### src/rtl/pwm_cfg_if.sv
// Configuration and pin-drive bundle between the SPI register file and
// the PWM peripheral. Signal names match the SPI register outputs and the
// pin bus of the top level.
interface pwm_cfg_if;
  logic [7:0]  en_reg_out_7_0;
  logic [7:0]  en_reg_out_15_8;
  logic [7:0]  en_reg_pwm_7_0;
  logic [7:0]  en_reg_pwm_15_8;
  logic [7:0]  pwm_duty_cycle;
  logic [15:0] out;
  logic        period_start;

  // Register-file side: drives configuration, observes the pins.
  modport master (
    output en_reg_out_7_0,
    output en_reg_out_15_8,
    output en_reg_pwm_7_0,
    output en_reg_pwm_15_8,
    output pwm_duty_cycle,
    input  out,
    input  period_start
  );

  // Peripheral side: consumes configuration, drives the pins.
  modport slave (
    input  en_reg_out_7_0,
    input  en_reg_out_15_8,
    input  en_reg_pwm_7_0,
    input  en_reg_pwm_15_8,
    input  pwm_duty_cycle,
    output out,
    output period_start
  );
endinterface

### src/rtl/pwm_peripheral.sv
// 16-pin output driver: each pin is held low, held high, or follows one
// shared PWM waveform. The waveform comes from a prescaled 8-bit counter
// whose duty cycle is shadowed and only reloaded at a period boundary.
// Stage 1 holds the counters and shadow duty; stage 2 registers the pins.
module pwm_peripheral #(
  parameter int unsigned PRESCALE = 13  // clk cycles per PWM count, 1..65535
) (
  input  logic      clk,
  input  logic      rst_n,
  pwm_cfg_if.slave  cfg_bus
);

  localparam logic [15:0] PRE_MAX = 16'(PRESCALE - 1);

  // Stage 1 state
  logic [15:0] pre_cnt_q,     pre_cnt_d;
  logic [7:0]  pwm_cnt_q,     pwm_cnt_d;
  logic [7:0]  duty_active_q, duty_active_d;

  // Stage 2 state
  logic [15:0] out_q,          out_d;
  logic        period_start_q, period_start_d;

  logic        tick;
  logic        boundary;
  logic        pwm_level;
  logic [15:0] en_out;
  logic [15:0] en_pwm;

  assign en_out = {cfg_bus.en_reg_out_15_8, cfg_bus.en_reg_out_7_0};
  assign en_pwm = {cfg_bus.en_reg_pwm_15_8, cfg_bus.en_reg_pwm_7_0};

  // One count step per PRESCALE cycles; with PRESCALE=1 this is always high.
  assign tick     = (pre_cnt_q == PRE_MAX);
  // Last cycle of the period: the edge that wraps pwm_cnt also reloads the duty.
  assign boundary = tick && (pwm_cnt_q == 8'hFF);

  // Next-state for the prescaler, the PWM counter and the duty shadow.
  always_comb begin
    // NOTE: every output of this block is given a default first, so no path
    // leaves a signal unassigned and no latch is inferred.
    pre_cnt_d     = pre_cnt_q + 16'd1;
    pwm_cnt_d     = pwm_cnt_q;
    duty_active_d = duty_active_q;
    if (tick) begin
      pre_cnt_d = '0;
      // 8-bit wrap 255 -> 0 is the natural overflow.
      pwm_cnt_d = pwm_cnt_q + 8'd1;
    end
    if (boundary) begin
      duty_active_d = cfg_bus.pwm_duty_cycle;
    end
  end

  // PWM level from the current count and the active duty; 0xFF is full-on.
  always_comb begin
    pwm_level = 1'b0;
    if (duty_active_q == 8'hFF) begin
      pwm_level = 1'b1;
    end else if (duty_active_q != 8'h00) begin
      pwm_level = (pwm_cnt_q < duty_active_q);
    end
  end

  // Per-pin select: disabled -> 0, enabled static -> 1, enabled PWM -> level.
  always_comb begin
    out_d          = en_out & (~en_pwm | {16{pwm_level}});
    period_start_d = (pwm_cnt_q == 8'd0) && (pre_cnt_q == 16'd0);
  end

  // Stage 1 registers: counters and duty shadow.
  always_ff @(posedge clk or negedge rst_n) begin
    if (!rst_n) begin
      pre_cnt_q     <= '0;
      pwm_cnt_q     <= '0;
      duty_active_q <= '0;
    end else begin
      // NOTE: non-blocking assignments make every register sample the
      // pre-edge values, so ordering between registers does not matter.
      pre_cnt_q     <= pre_cnt_d;
      pwm_cnt_q     <= pwm_cnt_d;
      duty_active_q <= duty_active_d;
    end
  end

  // Stage 2 registers: pin drive and period marker, cleared asynchronously.
  always_ff @(posedge clk or negedge rst_n) begin
    if (!rst_n) begin
      out_q          <= '0;
      period_start_q <= 1'b0;
    end else begin
      out_q          <= out_d;
      period_start_q <= period_start_d;
    end
  end

  assign cfg_bus.out          = out_q;
  assign cfg_bus.period_start = period_start_q;

endmodule

### src/flat_wrapper.sv
// flat-port wrapper written by rule: the top's interface ports become plain ports
module pwm_peripheral_flat 
#(
  parameter int unsigned PRESCALE = 13                                       
)
  (clk, rst_n, cfg_bus_en_reg_out_7_0, cfg_bus_en_reg_out_15_8, cfg_bus_en_reg_pwm_7_0, cfg_bus_en_reg_pwm_15_8, cfg_bus_pwm_duty_cycle, cfg_bus_out, cfg_bus_period_start);
  pwm_cfg_if cfg_bus_i ();
  input  logic clk;
  input  logic rst_n;
  input wire logic [$bits(cfg_bus_i.en_reg_out_7_0)-1:0] cfg_bus_en_reg_out_7_0;
  input wire logic [$bits(cfg_bus_i.en_reg_out_15_8)-1:0] cfg_bus_en_reg_out_15_8;
  input wire logic [$bits(cfg_bus_i.en_reg_pwm_7_0)-1:0] cfg_bus_en_reg_pwm_7_0;
  input wire logic [$bits(cfg_bus_i.en_reg_pwm_15_8)-1:0] cfg_bus_en_reg_pwm_15_8;
  input wire logic [$bits(cfg_bus_i.pwm_duty_cycle)-1:0] cfg_bus_pwm_duty_cycle;
  output wire logic [$bits(cfg_bus_i.out)-1:0] cfg_bus_out;
  output wire logic [$bits(cfg_bus_i.period_start)-1:0] cfg_bus_period_start;
  assign cfg_bus_i.en_reg_out_7_0 = cfg_bus_en_reg_out_7_0;
  assign cfg_bus_i.en_reg_out_15_8 = cfg_bus_en_reg_out_15_8;
  assign cfg_bus_i.en_reg_pwm_7_0 = cfg_bus_en_reg_pwm_7_0;
  assign cfg_bus_i.en_reg_pwm_15_8 = cfg_bus_en_reg_pwm_15_8;
  assign cfg_bus_i.pwm_duty_cycle = cfg_bus_pwm_duty_cycle;
  assign cfg_bus_out = cfg_bus_i.out;
  assign cfg_bus_period_start = cfg_bus_i.period_start;
  pwm_peripheral #(.PRESCALE(PRESCALE)) u_core (.clk(clk), .rst_n(rst_n), .cfg_bus(cfg_bus_i));
endmodule
### config.mk
export PLATFORM = sky130hd
export DESIGN_NAME = pwm_peripheral_flat
export DESIGN_NICKNAME = d
export VERILOG_FILES = /design/src/rtl/pwm_cfg_if.sv /design/src/rtl/pwm_peripheral.sv /design/src/flat_wrapper.sv
export SDC_FILE = /design/constraint.sdc
export NUM_CORES = 1
export LEC_CHECK = 0
export CAP_MARGIN = 15
export CORE_MARGIN = 3
export CORE_UTILIZATION = 40
export DETAILED_ROUTE_END_ITERATION = 16
export GPL_TIMING_DRIVEN = 0
export PLACE_DENSITY = 0.64
export RECOVER_POWER = 25
export SYNTH_ARGS = -nofsm -noshare
export SYNTH_HDL_FRONTEND = slang
export SYNTH_SLANG_ARGS = --single-unit
### constraint.sdc
create_clock -name clk -period 4.25 [get_ports clk]
set_input_delay 0.425 -clock clk [delete_from_list [all_inputs] [get_ports clk]]
set_output_delay 0.425 -clock clk [all_outputs]
set_load 0.02 [all_outputs]
# After elaboration in Yosys (flattened, before gate mapping)
# Cells that the tools add are included.
dict set report word_totals {
  ff_bits 49
  in_bits 42
  elab_cells 22
}
dict set report op_classes {
  bitwise 3
  order_cmp 1
  mux 3
  add_sub_neg 2
  reduce_logical 5
  n_eq_ne 3
}
# op n
set op_table {}
lappend op_table {{$add A16 B1 Y16 const B} 1}
lappend op_table {{$and A16 B16 Y16} 1}
lappend op_table {{$eq A16 B4 Y1 const B} 1}
lappend op_table {{$eq A8 B8 Y1 const B} 2}
lappend op_table {{$logic_not A16 Y1} 1}
lappend op_table {{$mux W16} 1}
lappend op_table {{$not A16 Y16} 1}
lappend op_table {{$or A16 B16 Y16} 1}
lappend op_table {{$add A8 B1 Y8 const B} 1}
lappend op_table {{$logic_not A8 Y1} 1}
lappend op_table {{$lt A8 B8 Y1} 1}
lappend op_table {{$reduce_bool A8 Y1} 1}
lappend op_table {{$logic_and A1 B1 Y1} 2}
lappend op_table {{$mux W1} 2}

# Longest topological paths before layout
# Gate-level depths: netlist of run 1.
dict set report logic_depth {
  word_depth 5
  ltp_mapped 7
  depth_no_buf 6
}

# Worst setup path after synthesis of run 1
# No wires, ideal clock.
dict set report synth_path {
  path_kind {flip-flop to flip-flop}
  startpoint {register u_core.pwm_cnt_q[5]}
  endpoint {register u_core.out_q[10] (netlist: u_core.cfg_bus.out[10])}
  t_required_ps 4123
  setup_ps 127
  path_stages_with_launch 7
  t_arrival_ps 1593
  synth_period_minus_slack_ps 1720
  slack_ps 2530
  path_cell_list {dfrtp_1 ha_1 and4_1 o21ai_0 o211ai_1 buf_4 a31oi_1}
}
dict set report synth_via {
  elab_chain_len 5
}
# element line_no
set synth_rtl {}
lappend synth_rtl {{start, declared} pwm_peripheral.sv:17} ;# logic [7:0] pwm_cnt_q, pwm_cnt_d;
lappend synth_rtl {{start signal, assigned} pwm_peripheral.sv:81} ;# pwm_cnt_q <= pwm_cnt_d;
lappend synth_rtl {{$lt A8 B8 Y1} pwm_peripheral.sv:61} ;# pwm_level = (pwm_cnt_q < duty_active_q);
lappend synth_rtl {{$mux W1} pwm_peripheral.sv:60} ;# end else if (duty_active_q != 8'h00) begin
lappend synth_rtl {{$mux W1} pwm_peripheral.sv:58} ;# if (duty_active_q == 8'hFF) begin
lappend synth_rtl {{$or A16 B16 Y16} pwm_peripheral.sv:67} ;# out_d = en_out & (~en_pwm | {16{pwm_level}});
lappend synth_rtl {{$and A16 B16 Y16} pwm_peripheral.sv:67}
lappend synth_rtl {{named net u_core.out_d[10]} pwm_peripheral.sv:21} ;# logic [15:0] out_q, out_d;
lappend synth_rtl {{end signal, assigned} pwm_peripheral.sv:92} ;# out_q <= out_d;
lappend synth_rtl {{end, declared} pwm_peripheral.sv:21}
# The timed path passes the listed nets, and every way through them passes these cells.
# A chain may end at the register's enable or synchronous reset.

==> impl_results.md, run 1 <==
* Worst-path cell chain: clkbuf_1 -> clkbuf_1
* Clock skew at 0.00693 ns
* Max stage delay on crit path at 1.27 ns
* Inserted Clock Buffers at 5
* Violated checks: max-capacitance violations, max-slew violations
* Syn_nets at 265
* Total setup buffers inserted after CTS at 0
* PostCTS Resize Cnt at 0
* IO Port Bufs at 58
* Global route total overflow at 0
* Worst Path Arrival at ~2.4 ns
* TritonRoute pass-1 iters at 4
* Final WS setup at 1.96 ns
* H-tree levels at 2
* Pins Over Slew Limit at 33
* Residual DRC count at 0
* Chip width at 81.9 um
* Vias in the first global route at 1717
* Share of the synthesized area in the top cell type at approximately 53%
* Max-Slew Margin vs Limit at -11.4%
* Overall Power at around 0.86 mW
* Layout cell share with drive strength beyond 1 at 9.32%
* Drt wl/cell at 13.1 um
* GRT Total Usage at around 15%
* WP depth at 2
* Synth top cells by count: dfrtp_1, inv_1, nand2_1
* Crit. Startpoint: rst_n
* FF+latch count, synth at 49
* Seq/Total Area, Yosys at 53.2%
* Root buf cell: clkbuf_8
* Synth async-reset ratio at 100%
* Worst path buffer plus inverter count at 2
* Core area at 0.00554 mm^2
* Fin cells at approximately 350
* Vias at 1731
* WP data required at 4.37 ns
* HP Class: primary input to async pin
* Initial antenna violation count at 0
* Setup violators final at 0
* Initial DRC count at 31
* Layout overhead on the synthesized area at 33.1%
* Final setup TNS at 0 ns
* Post-DRT Antenna Nets at 0
* Nets@finish at approximately 330
* CP most frequent cell: clkbuf_1
* Cts hold-fix bufs at 0
* Placer Congestion at 0.749
* RSZ-0062 raised after global routing: no
* Reg2Reg Depth at 6
* Highest clock rate at 0.437 GHz
* Total Wirelength at 4590 um
* Final hold violations at 0
* Global-route wire length before repair at roughly 7700 um
* CTS clk-pin slew, worst paths at 0.09 ns
* Minimum clock period at ~2.3 ns
* Syn. warnings at 0
* IO Count at 59
* R2r setup slk at between 2 and 2.5 ns
* Die ar. at 0.00671 mm^2
* Clk buf depth at 2
* Worst R2R Start: u_core.pwm_cnt_q[2]
* Pleak at 1.40 nW
* Kind of cell adding the most delay to the critical path: buffers and inverters
* Clock Latency Late Sink at 0.31 ns
* Chip Height at 81.9 um
* Cell taking the most area after synthesis: dfrtp_1
* Max-cap viol count at 1
* Area contributors post-synth: dfrtp_1, ha_1, xnor2_1, inv_1, a31oi_1
* Syn Inst Count at 212
* Antenna cells at 0
* Most numerous cell in the Yosys netlist: dfrtp_1
* Setup CP Type: primary input to async pin
* RR Endpoint: u_core.cfg_bus.out[6]
* CTS sink cnt at 49
* Dpl cells at 343
* Starting Density at 41.6%
* CP startpoint kind: primary input
* Yosys cell types at 36
* Post-DP HPWL at 3460 um
* Crit path max fanout at 32
* Post-route core utilization at about 55%
* Largest net degree at the start of global routing at 33
* Slowest cell on the critical path: clkbuf_1
* Worst-Margin Slew at ~1.7 ns
* Main flop type after synthesis: dfrtp_1
* Syn_area_per_cell at 10.9 um^2
* PD cells at around 280 mW/mm^2
* Max rail drop VDD at approximately 0.19 mV
* Status: complete, but fails checks
* Period Utilization, post-route at 53.8%
* Via density at 4.93
* CTS tree: built
* Std-Cell Rows at 27
* Netlist Area Pre-Place at 0.00230 mm^2
* Pre-CTS WS at 2.19 ns
* CP endpoint kind: async pin
* EDFF count, synth at 0
[cells by family (layout without fill, tap and decap cells)]
family | count (synthesis) | after routing | synth area share, %
AOI/OAI and AO/OA | 26 | 26 | 7.11
adders and majority gates | 11 | 11 | 5.97
muxes | 9 | 9 | 4.34
DFF | 49 | 49 | 53.2
xor gates and xnor gates | 17 | 17 | 6.46
and+or+nand+nor | 67 | 67 | 16.7
buffers and inverters | 33 | 100 | 6.24
[routing by layer]
layer	track usage [%]	wire (um)	vias to the layer above
met4	6.48	77	0
met5	0	0	-
met3	4.28	338	9
met2	23.3	2020	47
met1	19.0	2150	810
li1	-	-	865
[per-stage QoR]
step           area [um^2]  hold slack (ns)
3_3_place_gp          2980            0.460
2_1_floorplan         2300            0.129
6_report              3070            0.231
5_1_grt               3070            0.302
3_5_place_dp          2990            0.393
4_1_cts               3090           0.0552
[area by class of cell]
class                      instances  area [um^2]
buffer                             4         35.0
fill                             497         2470
multi-input combinational        130          935
clock buffer                       5         68.8
sequential                        49         1230
clock inverter                     3         26.3
timing repair buffer              59          578
tap                               72         90.1
inverter                          29          109
[cells in the final DEF, fill, tap and decap left out, types with 5 or more instances in the layout]
cell type,n
a31oi_1,16
clkbuf_8,5
clkdlybuf4s50_1,57
dfrtp_1,49
ha_1,11
inv_1,29
mux2_2,7
nand2_1,18
nand3_1,9
nand4_1,6
nor2_1,10
nor3_1,6
xnor2_1,14
[flip-flops by register name, indices dropped and copies added, names as in the netlist]
signal / flops
u_core.cfg_bus.out: 16
u_core.cfg_bus.period_start: 1
u_core.duty_active_q: 8
u_core.pre_cnt_q: 16
u_core.pwm_cnt_q: 8
[power by group]
group | switching, mW | internal, mW
logic | 0.0360 | 0.0551
registers | 0.00580 | 0.478
clock network | 0.168 | 0.120
[worst max-delay path by stage]
stage,endpoint
after floorplan,u_core.cfg_bus.out[10]
after global routing,u_core.pre_cnt_q[14]
after CTS,u_core.cfg_bus.out[6]
final,u_core.duty_active_q[5]
after detailed placement,u_core.cfg_bus.out[6]
after global placement,u_core.cfg_bus.out[8]
(Power assumes the default switching activity.)
==> run 2: changes to the inputs <==
- PLACE_DENSITY: 0.64 -> 0.67
- clock period: 4.25 -> 1.9 ns (I/O delays scaled with it)
==> impl_results.md, run 2 (synthesized netlist as in run 1, its figures left out) <==
* Status: completed
* Placer Congestion at 0.778 (+3.8%)
* Max-Slew Margin vs Limit at 50.1% (+61 points)
* CTS tree: built
* Root buf cell: clkbuf_8
* Chip width at 81.9 um (unchanged)
* CP startpoint kind: register
* HP Class: primary input to register
* Chip Height at 81.9 um (unchanged)
* Global-route wire length before repair at 7690 um (+0.44%)
* IO Count at 59 (unchanged)
* Largest net degree at the start of global routing at 37 (+12%)
* Pleak at 1.42 nW (+1.5%)
* RSZ-0062 raised after global routing: no
* Worst-Margin Slew at 0.748 ns (-0.922 ns)
* Area of the multi-input gates at 947 um^2 (+1.3%)
* Minimum clock period at around 1.8 ns
* Std-Cell Rows at 27 (unchanged)
* Pre-CTS WS at -0.160 ns (-2.35 ns)
* Dpl cells at 343 (unchanged)
* Overall Power at 1.88 mW (+120%)
* Fin cells at 355 (+1.1%)
* Layout cell share with drive strength beyond 1 at 10.6% (+1.3 points)
* Initial antenna violation count at 0 (unchanged)
* Residual DRC count at 0 (unchanged)
* Starting Density at 41.6% (unchanged)
* Nets@finish at 335 (+1.2%)
* Initial DRC count at 58 (+87%)
* Final instance area at 0.00311 mm^2 (+1.2%)
* Reg2Reg Depth at 7 (+1)
* Post-route core utilization at 56.1% (+0.68 points)
* PD cells at 605 mW/mm^2 (+120%)
* WP data required at 2.13 ns (-2.24 ns)
* Setup violators final at 0 (unchanged)
* Post-DP HPWL at 3540 um (+2.3%)
* TritonRoute pass-1 iters at 4 (unchanged)
* H-tree levels at 2 (unchanged)
* Crit path max fanout at 10 (-69%)
* CP endpoint kind: register
* Via density at 4.93 (about the same)
* Hold WS at 0.398 ns (+0.167 ns)
* Most frequent cells in the layout: clkdlybuf4s50_1, dfrtp_1, inv_1, nand2_1
* Layout overhead on the synthesized area at 34.7%
* Period Utilization, post-route at 94.5%
* Worst Path Arrival at 2.02 ns (-0.39 ns)
* Antenna cells at 0 (unchanged)
* Post-DRT Antenna Nets at 0 (unchanged)
* Highest clock rate at 0.557 GHz
* Core area at 0.00554 mm^2 (unchanged)
* FILL cells at 485 (-2.4%)
* GRT Total Usage at 14.8% (about the same)
* Pins Over Slew Limit at 0 (-100%)
* Inserted Clock Buffers at 5 (unchanged)
* Max rail drop VDD at 0.289 mV (+49%)
* CTS clk-pin slew, worst paths at 0.09 ns (about the same)
* Clk buf depth at 2 (unchanged)
* Setup CP Type: register to register
* Die ar. at 0.00671 mm^2 (unchanged)
* Register Area at 0.00123 mm^2 (unchanged)
* Drt wl/cell at 13.2 um (+1.3%)
* Vias at 1749 (+1.0%)
* Clock Latency Late Sink at 0.30 ns (about the same)
* Clock skew at 0.00873 ns (+0.00180 ns)
* Max-cap viol count at 0 (-1)
* Vias in the first global route at 1695 (-1.3%)
* Most common cell after layout, fill and taps aside: clkdlybuf4s50_1
* Post-DP Area at 0.00299 mm^2 (unchanged)
* Hold path depth at 3
* CTS sink cnt at 49 (unchanged)
* Final hold violations at 0 (unchanged)
* IO Port Bufs at 58 (unchanged)
* Global route total overflow at 0 (unchanged)
* Total Wirelength at 4700 um (+2.4%)
* Final setup TNS at 0 ns (unchanged)
* Final WS setup at 0.105 ns (-1.86 ns)
run 2: per-layer routing:
layer  GRT usage (%)  wire length (um)  part of all wire [%]
met5               0                 0                     0
met3            4.17               349                   7.4
met2            24.7              2200                    47
met1            18.5              2090                    44
met4            4.98                71                   1.5
run 2: cell type report:
| cell class | instances | share of cell area (%) |
|---|---|---|
| Timing Repair Buffer | 63 | 19.8 |
| Buffer | 4 | 1.13 |
| Multi-Input combinational cell | 130 | 30.5 |
| Tap cell | 72 | 2.90 |
| Clock buffer | 7 | 2.46 |
| Sequential cell | 49 | 39.5 |
| Inverter | 29 | 3.51 |
| Clock inverter | 1 | 0.242 |
run 2: path summary, 6_finish.rpt:
path                            slack (ns)                     end                      start
worst max-delay path                  0.11  u_core.cfg_bus.out[14]        u_core.pwm_cnt_q[5]
max in group asynchronous             0.41    u_core.pre_cnt_q[11]                      rst_n
worst min register to register        0.49    u_core.pre_cnt_q[15]       u_core.pre_cnt_q[15]
worst min-delay path                  0.40   u_core.cfg_bus.out[5]  cfg_bus_en_reg_out_7_0[5]
min in group asynchronous             0.47    u_core.pre_cnt_q[10]                      rst_n
worst max register to register        0.11  u_core.cfg_bus.out[14]        u_core.pwm_cnt_q[5]
run 2: where the power goes:
part | leakage (nW) | internal [mW] | switching (mW)
Sequential | 0.609 | 1.07 | 0.0130
Clock | 0.0385 | 0.261 | 0.328
Combinational | 0.774 | 0.127 | 0.0825
run 2: timing repair:
action	4_1_cts	5_1_grt
resized for setup	0	2
hold endpoints to repair	13	0
hold buffers	1	0
cloned	0	0
setup endpoints to repair	12	8
setup buffers	3	0
pin swaps	1	6
run 2: critical path, stage by stage (launching register included):
cell	delay, ns
dfrtp_1	0.45
ha_1	0.31
a211o_1	0.29
o211ai_1	0.08
o211ai_1	0.10
buf_4	0.16
buf_4	0.17
a31oi_1	0.16
